[src/rtl/branch_predict_resolve_unit.sv]
// Branch resolve unit with a bimodal direction predictor.
// Fetch looks up a 2-bit counter table; execute resolves branches, trains the table and keeps statistics.
module branch_predict_resolve_unit #(
  parameter int DATA_WIDTH  = 32,
  parameter int ADDR_WIDTH  = 32,
  parameter int IMM_WIDTH   = 13,
  parameter int BHT_ENTRIES = 64,
  parameter int CTR_INIT    = 1,
  parameter int PC_INC      = 4,
  parameter int STAT_WIDTH  = 32
) (
  input  logic                  clk,
  input  logic                  rst,
  input  logic                  flush,
  input  logic                  lkValid,
  input  logic [ADDR_WIDTH-1:0] lkPC,
  output logic                  predValid,
  output logic                  predTaken,
  input  logic                  resValid,
  input  logic [ADDR_WIDTH-1:0] resPC,
  input  logic [2:0]            brCode,
  input  logic [DATA_WIDTH-1:0] rs1,
  input  logic [DATA_WIDTH-1:0] rs2,
  input  logic [IMM_WIDTH-1:0]  constant,
  input  logic                  predTakenIn,
  output logic                  outValid,
  output logic [ADDR_WIDTH-1:0] pcOut,
  output logic                  brTaken,
  output logic                  mispredict,
  output logic [STAT_WIDTH-1:0] brCount,
  output logic [STAT_WIDTH-1:0] missCount
);

  // Both sides are valid-only: there is no ready/backpressure. A request is
  // accepted on every rising edge where its valid is high and rst is low, and
  // its result appears, registered, exactly one cycle later.

  localparam int IDX_W = $clog2(BHT_ENTRIES);
  localparam logic [1:0] CTR_RST = 2'(CTR_INIT);

  logic [1:0] bht [BHT_ENTRIES];

  logic [IDX_W-1:0]      lkIdx;
  logic [IDX_W-1:0]      resIdx;
  logic                  isLegal;
  logic                  isTaken;
  logic [ADDR_WIDTH-1:0] disp;
  logic [ADDR_WIDTH-1:0] nextPc;
  logic                  isMiss;
  logic                  unusedPcBits;

  assign lkIdx  = lkPC[IDX_W+1:2];
  assign resIdx = resPC[IDX_W+1:2];
  assign unusedPcBits = ^{lkPC[ADDR_WIDTH-1:IDX_W+2], lkPC[1:0],
                          resPC[ADDR_WIDTH-1:IDX_W+2], resPC[1:0]};

  always_comb begin
    isLegal = 1'b1;
    isTaken = 1'b0;
    case (brCode)
      3'b000:  isTaken = (rs1 == rs2);
      3'b001:  isTaken = (rs1 != rs2);
      3'b100:  isTaken = ($signed(rs1) <  $signed(rs2));
      3'b101:  isTaken = ($signed(rs1) >= $signed(rs2));
      3'b110:  isTaken = (rs1 <  rs2);
      3'b111:  isTaken = (rs1 >= rs2);
      default: isLegal = 1'b0;
    endcase
  end

  // Displacement is a two's-complement byte offset; the add wraps modulo 2^ADDR_WIDTH.
  assign disp   = {{(ADDR_WIDTH-IMM_WIDTH){constant[IMM_WIDTH-1]}}, constant};
  assign nextPc = resPC + (isTaken ? disp : ADDR_WIDTH'(PC_INC));
  assign isMiss = isTaken ^ predTakenIn;

  always_ff @(posedge clk) begin
    if (rst) begin
      predValid  <= 1'b0;
      predTaken  <= 1'b0;
      outValid   <= 1'b0;
      pcOut      <= '0;
      brTaken    <= 1'b0;
      mispredict <= 1'b0;
      brCount    <= '0;
      missCount  <= '0;
      for (int i = 0; i < BHT_ENTRIES; i++) bht[i] <= CTR_RST;
    end else begin
      predValid <= lkValid & ~flush;
      // Lookup reads the old counter value, so same-cycle training is seen next cycle.
      if (lkValid && !flush) predTaken <= bht[lkIdx][1];

      outValid   <= resValid;
      mispredict <= resValid & isMiss;
      if (resValid) begin
        pcOut   <= nextPc;
        brTaken <= isTaken;
      end

      if (resValid && isLegal) begin
        if (isTaken) begin
          if (bht[resIdx] != 2'd3) bht[resIdx] <= bht[resIdx] + 2'd1;
        end else begin
          if (bht[resIdx] != 2'd0) bht[resIdx] <= bht[resIdx] - 2'd1;
        end
        if (brCount != '1) brCount <= brCount + STAT_WIDTH'(1);
        if (isMiss && (missCount != '1)) missCount <= missCount + STAT_WIDTH'(1);
      end
    end
  end

endmodule

[config.mk]
export PLATFORM = sky130hd
export DESIGN_NAME = branch_predict_resolve_unit
export DESIGN_NICKNAME = d
export VERILOG_FILES = /design/src/rtl/branch_predict_resolve_unit.sv
export SDC_FILE = /design/constraint.sdc
export NUM_CORES = 1
export LEC_CHECK = 0
export BUFFER_PORTS_ARGS = -buffer_cell sky130_fd_sc_hd__buf_2
export CAP_MARGIN = 20
export CORE_UTILIZATION = 40
export CTS_CLUSTER_SIZE = 16
export DETAILED_ROUTE_END_ITERATION = 7
export GPL_TIMING_DRIVEN = 1
export MAX_ROUTING_LAYER = met4
export SLEW_MARGIN = 20
export SYNTH_ARGS = -nofsm -noshare
export SYNTH_HDL_FRONTEND = slang
export SYNTH_SLANG_ARGS = --single-unit
[constraint.sdc]
create_clock -name clk -period 11.8 [get_ports clk]
set_input_delay 2.36 -clock clk [delete_from_list [all_inputs] [get_ports clk]]
set_output_delay 2.36 -clock clk [all_outputs]
set_load 0.05 [all_outputs]
==> flow_summary.toml, run 1 <==
[run_status]
status = "finished, final reports clean"

[sta]
max_freq_mhz = 140
worst_slew_pin_slew_ps = 1020
fin_skew_ps = 37.7
maxSlewHeadroom = 0.315
post-route-period-util = 0.607
fin_crit_ps = 7160
finalMaxSlewViolations = 0
setup_viol = 0
rsz0062_at_grt = "false"
hold_viol = 0
fin_setup_tns_ps = 0

[logic_synthesis]
synthSimpleGateAreaFrac = 0.194
synthAdderAreaFrac = 0.0611
synthXorXnorAreaFrac = 0.0512
synth.most_common_cell = "nor2_1"
synth.distinct_cells = 78
synthMuxAreaShare = 0.0948
synth_area_um2 = 13600
synth_warnings = 0
yosys_register_bits = 229
synth_commonest_cells = "nor2_1 (173), edfxtp_1 (128), nand2_1 (127)"
async_reset_ff_frac = 0
synth_top_family_by_area = "simple AND/OR/NAND/NOR gates"
yosysSeqAreaShare = 0.430
yosys.area.top_type = "edfxtp_1"
synth_compound_area_frac = 0.125
synth_top_area_frac = 0.282
synth_edf_count = 128
syn_inst = 1399
synthTopCellsByArea = "edfxtp_1 (28%), dfxtp_1 (15%), ha_1 (6.0%)"
ys.flop_type = "edfxtp_1"
synth.avg_cell_area_um2 = 9.75
syn-num-nets = 1615

[worst_setup_path]
startpoint_type = "primary input"
cp_data_required_time_ps = 12170
arrival_ps = 7530
critPathKind = "in2reg"
path_max_fanout = 20
end_kind = "register"

[floorplan]
design.core.area_um2 = 33500
std_cell_rows = 67
io_pins = 251
die_h_um = 187
dieWidth_um = 187
die-area_um2 = 34800
start_util = 0.407

[cells_and_area]
post_route_cells_drive_above_1_share = 0.218
nNetsFinal = 1799
nFillCells = 3258
syn2layout_area_growth_pct = 17.1

[hold_path]
hp-class = "reg2reg"

[clock_tree]
cts_buffers = 27
cts.sinks = 229
cts_tree = "built"
cts-root-buf = "clkbuf_16"
clock_latency_ps = 570
cts_repair_resize_count = 0
postCtsSetupRepairBufs = 0
cts_max_path_buffers = 3
ctsHoldBuffers = 0
cts_max_level = 1
clkTransAtPathRegs_ps = 50

[global_route]
gr-usage-met2 = 0.361
grt_antenna_before_repair = 11
grt_max_degree = 85
grt_pass1_wl_um = 62500
use_met1 = 0.289
grtUsageTotal = 0.231
grt_use_met3 = 0.0651
overflow = 0
grt.busiest_layer = "met2"
grt_pass1_vias = 11300

[placed_design]
gp_congestion = 0.871
io_buffers = 224
place_hpwl_um = 27300

[detailed_routing]
antenna_left = 0
drt-initial-drc-count = 887
num_vias = 11400
firstDrtPassIters = 5
drt_wl_total_um = 39100
wl_per_cell_um = 18.9
drc = 0
viasPerCell = 5.55

[power]
vdd_drop_max_uv = 97.1
power.total_mw = 2.13
leakage_nw = 6.34
p_per_area_nw_per_um2 = 134

[run]
cap_violations = 0
worst max-delay path, stage by stage:
cell      delay [ps]
buf_2            100
ha_1             310
a21oi_1          150
o21ai_0          100
a221oi_1         340
o211ai_1         160
or2_1            280
a221oi_4         280
buf_4            350
and2_1           700
ha_1             430
a21oi_1          270
nand2_1          100
a221oi_1         400
a21boi_0         420
a21oi_1          130
or3b_2           450
nand3_1          110
a21oi_1           80
layout by cell type, fill, tap and decap left out, drive strengths merged, types with 7 or more instances in the layout:
| master | netlist | layout |
|---|---|---|
| buf | 37 | 234 |
| nor2 | 173 | 173 |
| nand2 | 133 | 133 |
| edfxtp | 128 | 128 |
| dfxtp | 101 | 101 |
| o21ai | 79 | 79 |
| a21oi | 65 | 65 |
| ha | 65 | 65 |
| inv | 57 | 58 |
| xor2 | 47 | 47 |
| nand3 | 46 | 46 |
| clkbuf | 42 | 41 |
| mux2i | 38 | 38 |
| mux4 | 36 | 36 |
| xnor2 | 31 | 31 |
| nor3 | 30 | 30 |
| nand4 | 27 | 27 |
| a21o | 27 | 27 |
| and2 | 25 | 25 |
| or3 | 20 | 20 |
| and3 | 16 | 16 |
| o31ai | 14 | 14 |
| diode | 0 | 12 |
| nand2b | 12 | 12 |
| a211oi | 10 | 10 |
| and4 | 10 | 10 |
| a221oi | 10 | 10 |
| mux2 | 9 | 9 |
| nor4 | 9 | 9 |
| nor2b | 8 | 8 |
| or4 | 8 | 8 |
| nor3b | 7 | 7 |
logic make-up after synthesis:
kind of cell | Yosys count
muxes | 83
xor gates and xnor gates | 78
adders and majority gates | 66
and+or+nand+nor | 541
buffers and inverters | 137
AOI/OAI and AO/OA | 265
DFF | 229
per-layer routing:
| metal | vias to the layer above | share of wire |
|---|---|---|
| li1 | 5496 | - |
| met1 | 5473 | 0.42 |
| met2 | 399 | 0.46 |
| met3 | 79 | 0.092 |
| met4 | 0 | 0.026 |
| met5 | - | 0 |
state kept, by name (all words and copies together), names as in the netlist:
signal      count
bht           128
brCount        32
missCount      32
pcOut          32
brTaken         1
mispredict      1
outValid        1
predTaken       1
predValid       1
metrics by stage:
step	setup WS [ps]	instances	cell area (um^2)	util	hold WS, ps
6_report	4640	2064	16000	0.476	461
5_1_grt	4120	2063	16000	0.476	497
2_1_floorplan	4820	1399	13600	-	670
3_3_place_gp	4070	2002	15000	0.448	439
3_5_place_dp	4040	2002	15000	0.448	454
4_1_cts	4600	2052	15900	0.475	468
report_power, final:
group | total (mW) | leakage [nW] | switching [mW] | internal [mW]
Sequential | 0.879 | 1.92 | 0.0137 | 0.866
Clock | 0.856 | 0.446 | 0.346 | 0.510
Combinational | 0.398 | 3.98 | 0.258 | 0.140
worst paths after layout:
path | startpoint | end | slack [ps] | cells past startpoint
max | rs1[23] | pcOut[25] | 4640 | 19
min | pcOut[29] | pcOut[29] | 460 | 2
max reg2reg | bht[26][0] | bht[7][0] | 7330 | 10
min reg2reg | pcOut[29] | pcOut[29] | 460 | 2
final cells by class:
| class | count | area, um^2 | area share |
|---|---|---|---|
| diodes | 12 | 30.0 | 0.00188 |
| clock buffers | 41 | 796 | 0.0499 |
| flip-flops and latches | 229 | 5870 | 0.367 |
| multi-input cells | 1033 | 7180 | 0.450 |
| repair buffers | 234 | 1200 | 0.0751 |
| inverters | 58 | 218 | 0.0136 |
| well taps | 448 | 561 | 0.0351 |
| clock inverters | 9 | 115 | 0.00721 |
(Power assumes the default switching activity.)
==> run 2: changes to the inputs <==
==> constraint.sdc (replaced) <==
create_clock -name clk -period 7 [get_ports clk]
set_input_delay 1.4 -clock clk [delete_from_list [all_inputs] [get_ports clk]]
set_output_delay 1.4 -clock clk [all_outputs]
set_load 0.05 [all_outputs]
==> run 2 against run 1 <==
Count of clock-buffer cells in the layout is 1 lower; combinational power increased by 72%; sequential power is 68% higher; clock skew fell by 9.3 ps; clock power increased by 62%; critical path type unchanged.
==> flow_summary.toml, run 2 (synthesis gave the netlist of run 1 again) <==
[run_status]
status = "finished, final reports clean"

[clock_tree]
cts_max_path_buffers = 3
clock_latency_ps = 550
postCtsSetupRepairBufs = 0
clkTransAtPathRegs_ps = 60
ctsHoldBuffers = 0
cts.sinks = 229
cts_tree = "built"
cts-root-buf = "clkbuf_16"
cts_repair_resize_count = 0
cts_buffers = 27
cts_max_level = 1

[global_route]
overflow = 0
grt_antenna_before_repair = 5
grt_pass1_wl_um = 61700
grtUsageTotal = 0.229
grt_max_degree = 85
grt_pass1_vias = 11400

[detailed_routing]
highest_layer = "met4"
wl_per_cell_um = 19.0
viasPerCell = 5.57
num_vias = 11600
met3WireLength_um = 3510
firstDrtPassIters = 5
wl_met1_um = 16600
drc = 0
antenna_left = 0
dr_wl_met2_um = 18300
drt_wl_total_um = 39600
drt-initial-drc-count = 974

[worst_setup_path]
r2r-end = "bht[21][0]"
r2r_cells = 11
startpoint_type = "primary input"
arrival_ps = 6470
ff2ff_setup_slack_ps = 2840
critPathKind = "in2reg"
r2r_start = "bht[24][0]"
end_kind = "register"
cp_data_required_time_ps = 7400
path_max_fanout = 15

[sta]
fin_skew_ps = 28.4
fin_crit_ps = 6070
setup_viol = 0
rsz0062_at_grt = "false"
worst_slew_pin_slew_ps = 910
post-route-period-util = 0.867
max_freq_mhz = 165
maxSlewHeadroom = 0.389
finalMaxSlewViolations = 0
hold_viol = 0
fin_setup_tns_ps = 0

[floorplan]
die_h_um = 187
dieWidth_um = 187
io_pins = 251
design.core.area_um2 = 33500
std_cell_rows = 67
die-area_um2 = 34800
start_util = 0.407

[power]
leakage_nw = 6.46
p_per_area_nw_per_um2 = 221
power.total_mw = 3.56
vdd_drop_max_uv = 184

[placed_design]
gp_congestion = 0.908
io_buffers = 224
place_hpwl_um = 28500

[hold_path]
hold_path.startpoint = "pcOut[28]"
hold_end = "pcOut[28]"
holdPathStages = 2
hp-class = "reg2reg"

[cells_and_area]
layout_commonest_cell = "buf_2"
nNetsFinal = 1823
top_register = "bht"
syn2layout_area_growth_pct = 18.1
layout_common_cells = "buf_2 (223), nor2_1 (173), edfxtp_1 (128), nand2_1 (127), dfxtp_1 (101)"
largest_reg_flops = 128
post_route_cells_drive_above_1_share = 0.229

[run]
cap_violations = 0
run 2: changes by cell type in the layout (fill, tap and decap cells not counted), sizes merged:
cell and change:
bufinv -1, buf +24, clkinv +1, clkbuf -1, diode -5
run 2: power breakdown:
part,total [mW],switching [mW],internal [mW],leakage (nW)
Clock,1.39,0.563,0.829,0.435
Combinational,0.685,0.440,0.246,4.10
Sequential,1.48,0.0235,1.46,1.92
Total,3.56,1.03,2.53,6.46
run 2: worst max-delay path, stage by stage:
cell	delay [ps]
buf_2	110
ha_1	320
a21oi_1	150
o21ai_0	110
a221oi_1	360
o211ai_1	150
or2_1	280
a221oi_4	710
and2_1	470
ha_1	350
a211o_1	290
nor4_1	260
a211oi_1	120
buf_4	170
a311o_1	430
a21o_1	180
a21oi_1	220
o21ai_0	150
xnor2_1	150
o21ai_0	80
run 2: how the worst max path moves through the flow:
stage / cells after the start / start / slack (ps) / to
5_1_grt: 24 / rs2[31] / 440 / pcOut[28]
6_report: 20 / rs1[23] / 930 / pcOut[28]
2_1_floorplan: 20 / rs2[9] / 980 / pcOut[24]
3_3_place_gp: 20 / rs1[23] / 420 / pcOut[28]
3_5_place_dp: 21 / rs2[31] / 330 / pcOut[28]
4_1_cts: 21 / rs2[31] / 870 / pcOut[28]
run 2: metrics by stage:
stage	area (um^2)	utilization	hold WS [ps]	instances	setup slack (ps)
final	16100	0.480	460	2082	930
after global routing	16100	0.480	492	2080	435
after CTS	16100	0.480	462	2075	869
after detailed placement	15200	0.453	449	2026	332
after global placement	15200	0.453	439	2026	421
after floorplan	13600	-	670	1399	978
run 2: layout make-up:
class / count / area [um^2]
inverters: 58 / 218
fillers: 3251 / 17400
diodes: 7 / 17.5
repair buffers: 258 / 1380
clock inverters: 9 / 78.8
flip-flops and latches: 229 / 5870
clock buffers: 40 / 803
multi-input cells: 1033 / 7180
well taps: 448 / 561
run 2: metal layers:
metal,up-vias,global-route usage
li1,5524,-
met1,5566,0.292
met2,430,0.365
met3,87,0.0472
met4,0,0.0728
met5,-,-
==> run 3: changes to the inputs <==
--- a/config.mk
+++ b/config.mk
@@ -11,7 +11,6 @@
 export CTS_CLUSTER_SIZE = 16
 export DETAILED_ROUTE_END_ITERATION = 7
 export GPL_TIMING_DRIVEN = 1
-export MAX_ROUTING_LAYER = met4
 export SLEW_MARGIN = 20
 export SYNTH_ARGS = -nofsm -noshare
 export SYNTH_HDL_FRONTEND = slang
==> run 3 against run 2 <==
Clock power about the same; register-to-register slack about the same; utilization about the same; total power about the same; flip-flop and latch count unchanged; critical path type unchanged; largest cell class unchanged; largest power group unchanged.
==> flow_summary.toml, run 3 (synthesis gave the netlist of run 1 again) <==
[clock_tree]
clkTransAtPathRegs_ps = 60
cts_repair_resize_count = 0
cts_tree = "built"
cts_buffers = 27
cts-root-buf = "clkbuf_16"
cts.sinks = 229
cts_max_path_buffers = 3
cts_max_level = 1
postCtsSetupRepairBufs = 0
ctsHoldBuffers = 0
clock_latency_ps = 550

[power]
clkPwrFrac = 0.391
p_int_mw = 2.53
leakage_nw = 6.46
vdd_drop_max_uv = 185
power.total_mw = 3.56
p_sw_frac = 0.288
seq_power_share = 0.416
share_comb_of_total_power = 0.193
p_per_area_nw_per_um2 = 221
p_switching_mw = 1.03

[hold_path]
hp-class = "reg2reg"

[cells_and_area]
multi_input_area_um2 = 7180
syn2layout_area_growth_pct = 18.0
postLayoutCoreUtil = 0.480
final_design_area_no_fill_um2 = 16100
layout_commonest_cell = "buf_2"
instances_no_fill = 2078
top_register = "bht"
regArea_um2 = 5870
layout_common_cells = "buf_2 (223), nor2_1 (173), edfxtp_1 (128), nand2_1 (127), dfxtp_1 (101)"
post_route_cells_drive_above_1_share = 0.229
nFillCells = 3252
nNetsFinal = 1823
largest_reg_flops = 128

[sta]
finalMaxSlewViolations = 0
max_freq_mhz = 164
fin_hold_ws_ps = 460
fin_setup_tns_ps = 0
fin_skew_ps = 29.2
rsz0062_at_grt = "false"
setup_viol = 0
worst_slew_pin_slew_ps = 901
fin_crit_ps = 6080
layout_setup_ws_ps = 919
post-route-period-util = 0.869
maxSlewHeadroom = 0.394
hold_viol = 0

[floorplan]
io_pins = 251
die_h_um = 187
die-area_um2 = 34800
std_cell_rows = 67
design.core.area_um2 = 33500
dieWidth_um = 187
start_util = 0.407

[placed_design]
placed_cells = 2026
place_hpwl_um = 28500
gp_congestion = 0.893
placed_area_um2 = 15200
post-place-ws_ps = 332
io_buffers = 224

[detailed_routing]
drt-initial-drc-count = 1023
viasPerCell = 5.60
firstDrtPassIters = 5
wl_per_cell_um = 19.1
drt_wl_total_um = 39600
antenna_left = 0
drc = 0
num_vias = 11600

[worst_setup_path]
startpoint_type = "primary input"
path_max_fanout = 15
arrival_ps = 6480
critPathKind = "in2reg"
end_kind = "register"
cp_data_required_time_ps = 7400

[run]
cap_violations = 0

[global_route]
grt_pass1_wl_um = 61900
grt_antenna_before_repair = 5
grt_pass1_vias = 11300
grt_max_degree = 85
grtUsageTotal = 0.223
overflow = 0

[run_status]
status = "finished, final reports clean"
## run 3: worst paths after layout
check / from / endpoint / slack [ps] / cells after the start
min: pcOut[28] / pcOut[28] / 460 / 2
max reg2reg: bht[24][0] / bht[21][0] / 2840 / 11
min reg2reg: pcOut[28] / pcOut[28] / 460 / 2
max: rs1[23] / pcOut[28] / 920 / 20
## run 3: power by group through the flow
stage	clock, mW	combinational [mW]	sequential (mW)
floorplan	0	0.393	1.60
detailed placement	0	0.681	1.51
global placement	0	0.675	1.51
global route	1.46	0.743	1.49
CTS	1.41	0.685	1.48
finish	1.39	0.686	1.48
## run 3: layout make-up
| type | instances | share of cell area |
|---|---|---|
| Timing Repair Buffer | 258 | 0.0857 |
| Antenna cell | 3 | 0.000467 |
| Clock buffer | 40 | 0.0499 |
| Tap cell | 448 | 0.0348 |
| Sequential cell | 229 | 0.365 |
| Inverter | 58 | 0.0135 |
| Clock inverter | 9 | 0.00490 |
| Multi-Input combinational cell | 1033 | 0.446 |
## run 3: per-layer routing
layer | GRT usage | up-vias | share of wire | routed length [um]
met5 | 0 | - | 0.0011 | 43
met4 | 0.0731 | 8 | 0.029 | 1150
met3 | 0.0508 | 80 | 0.089 | 3510
met2 | 0.365 | 439 | 0.46 | 18400
met1 | 0.290 | 5584 | 0.42 | 16500
li1 | - | 5518 | - | -
## run 3: worst max-delay path, cell delays in order
cell      delay, ps
buf_2           110
ha_1            320
a21oi_1         150
o21ai_0         110
a221oi_1        360
o211ai_1        150
or2_1           280
a221oi_4        710
and2_1          470
ha_1            350
a211o_1         290
nor4_1          260
a211oi_1        120
buf_4           170
a311o_1         430
a21o_1          180
a21oi_1         220
o21ai_0         150
xnor2_1         150
o21ai_0          90
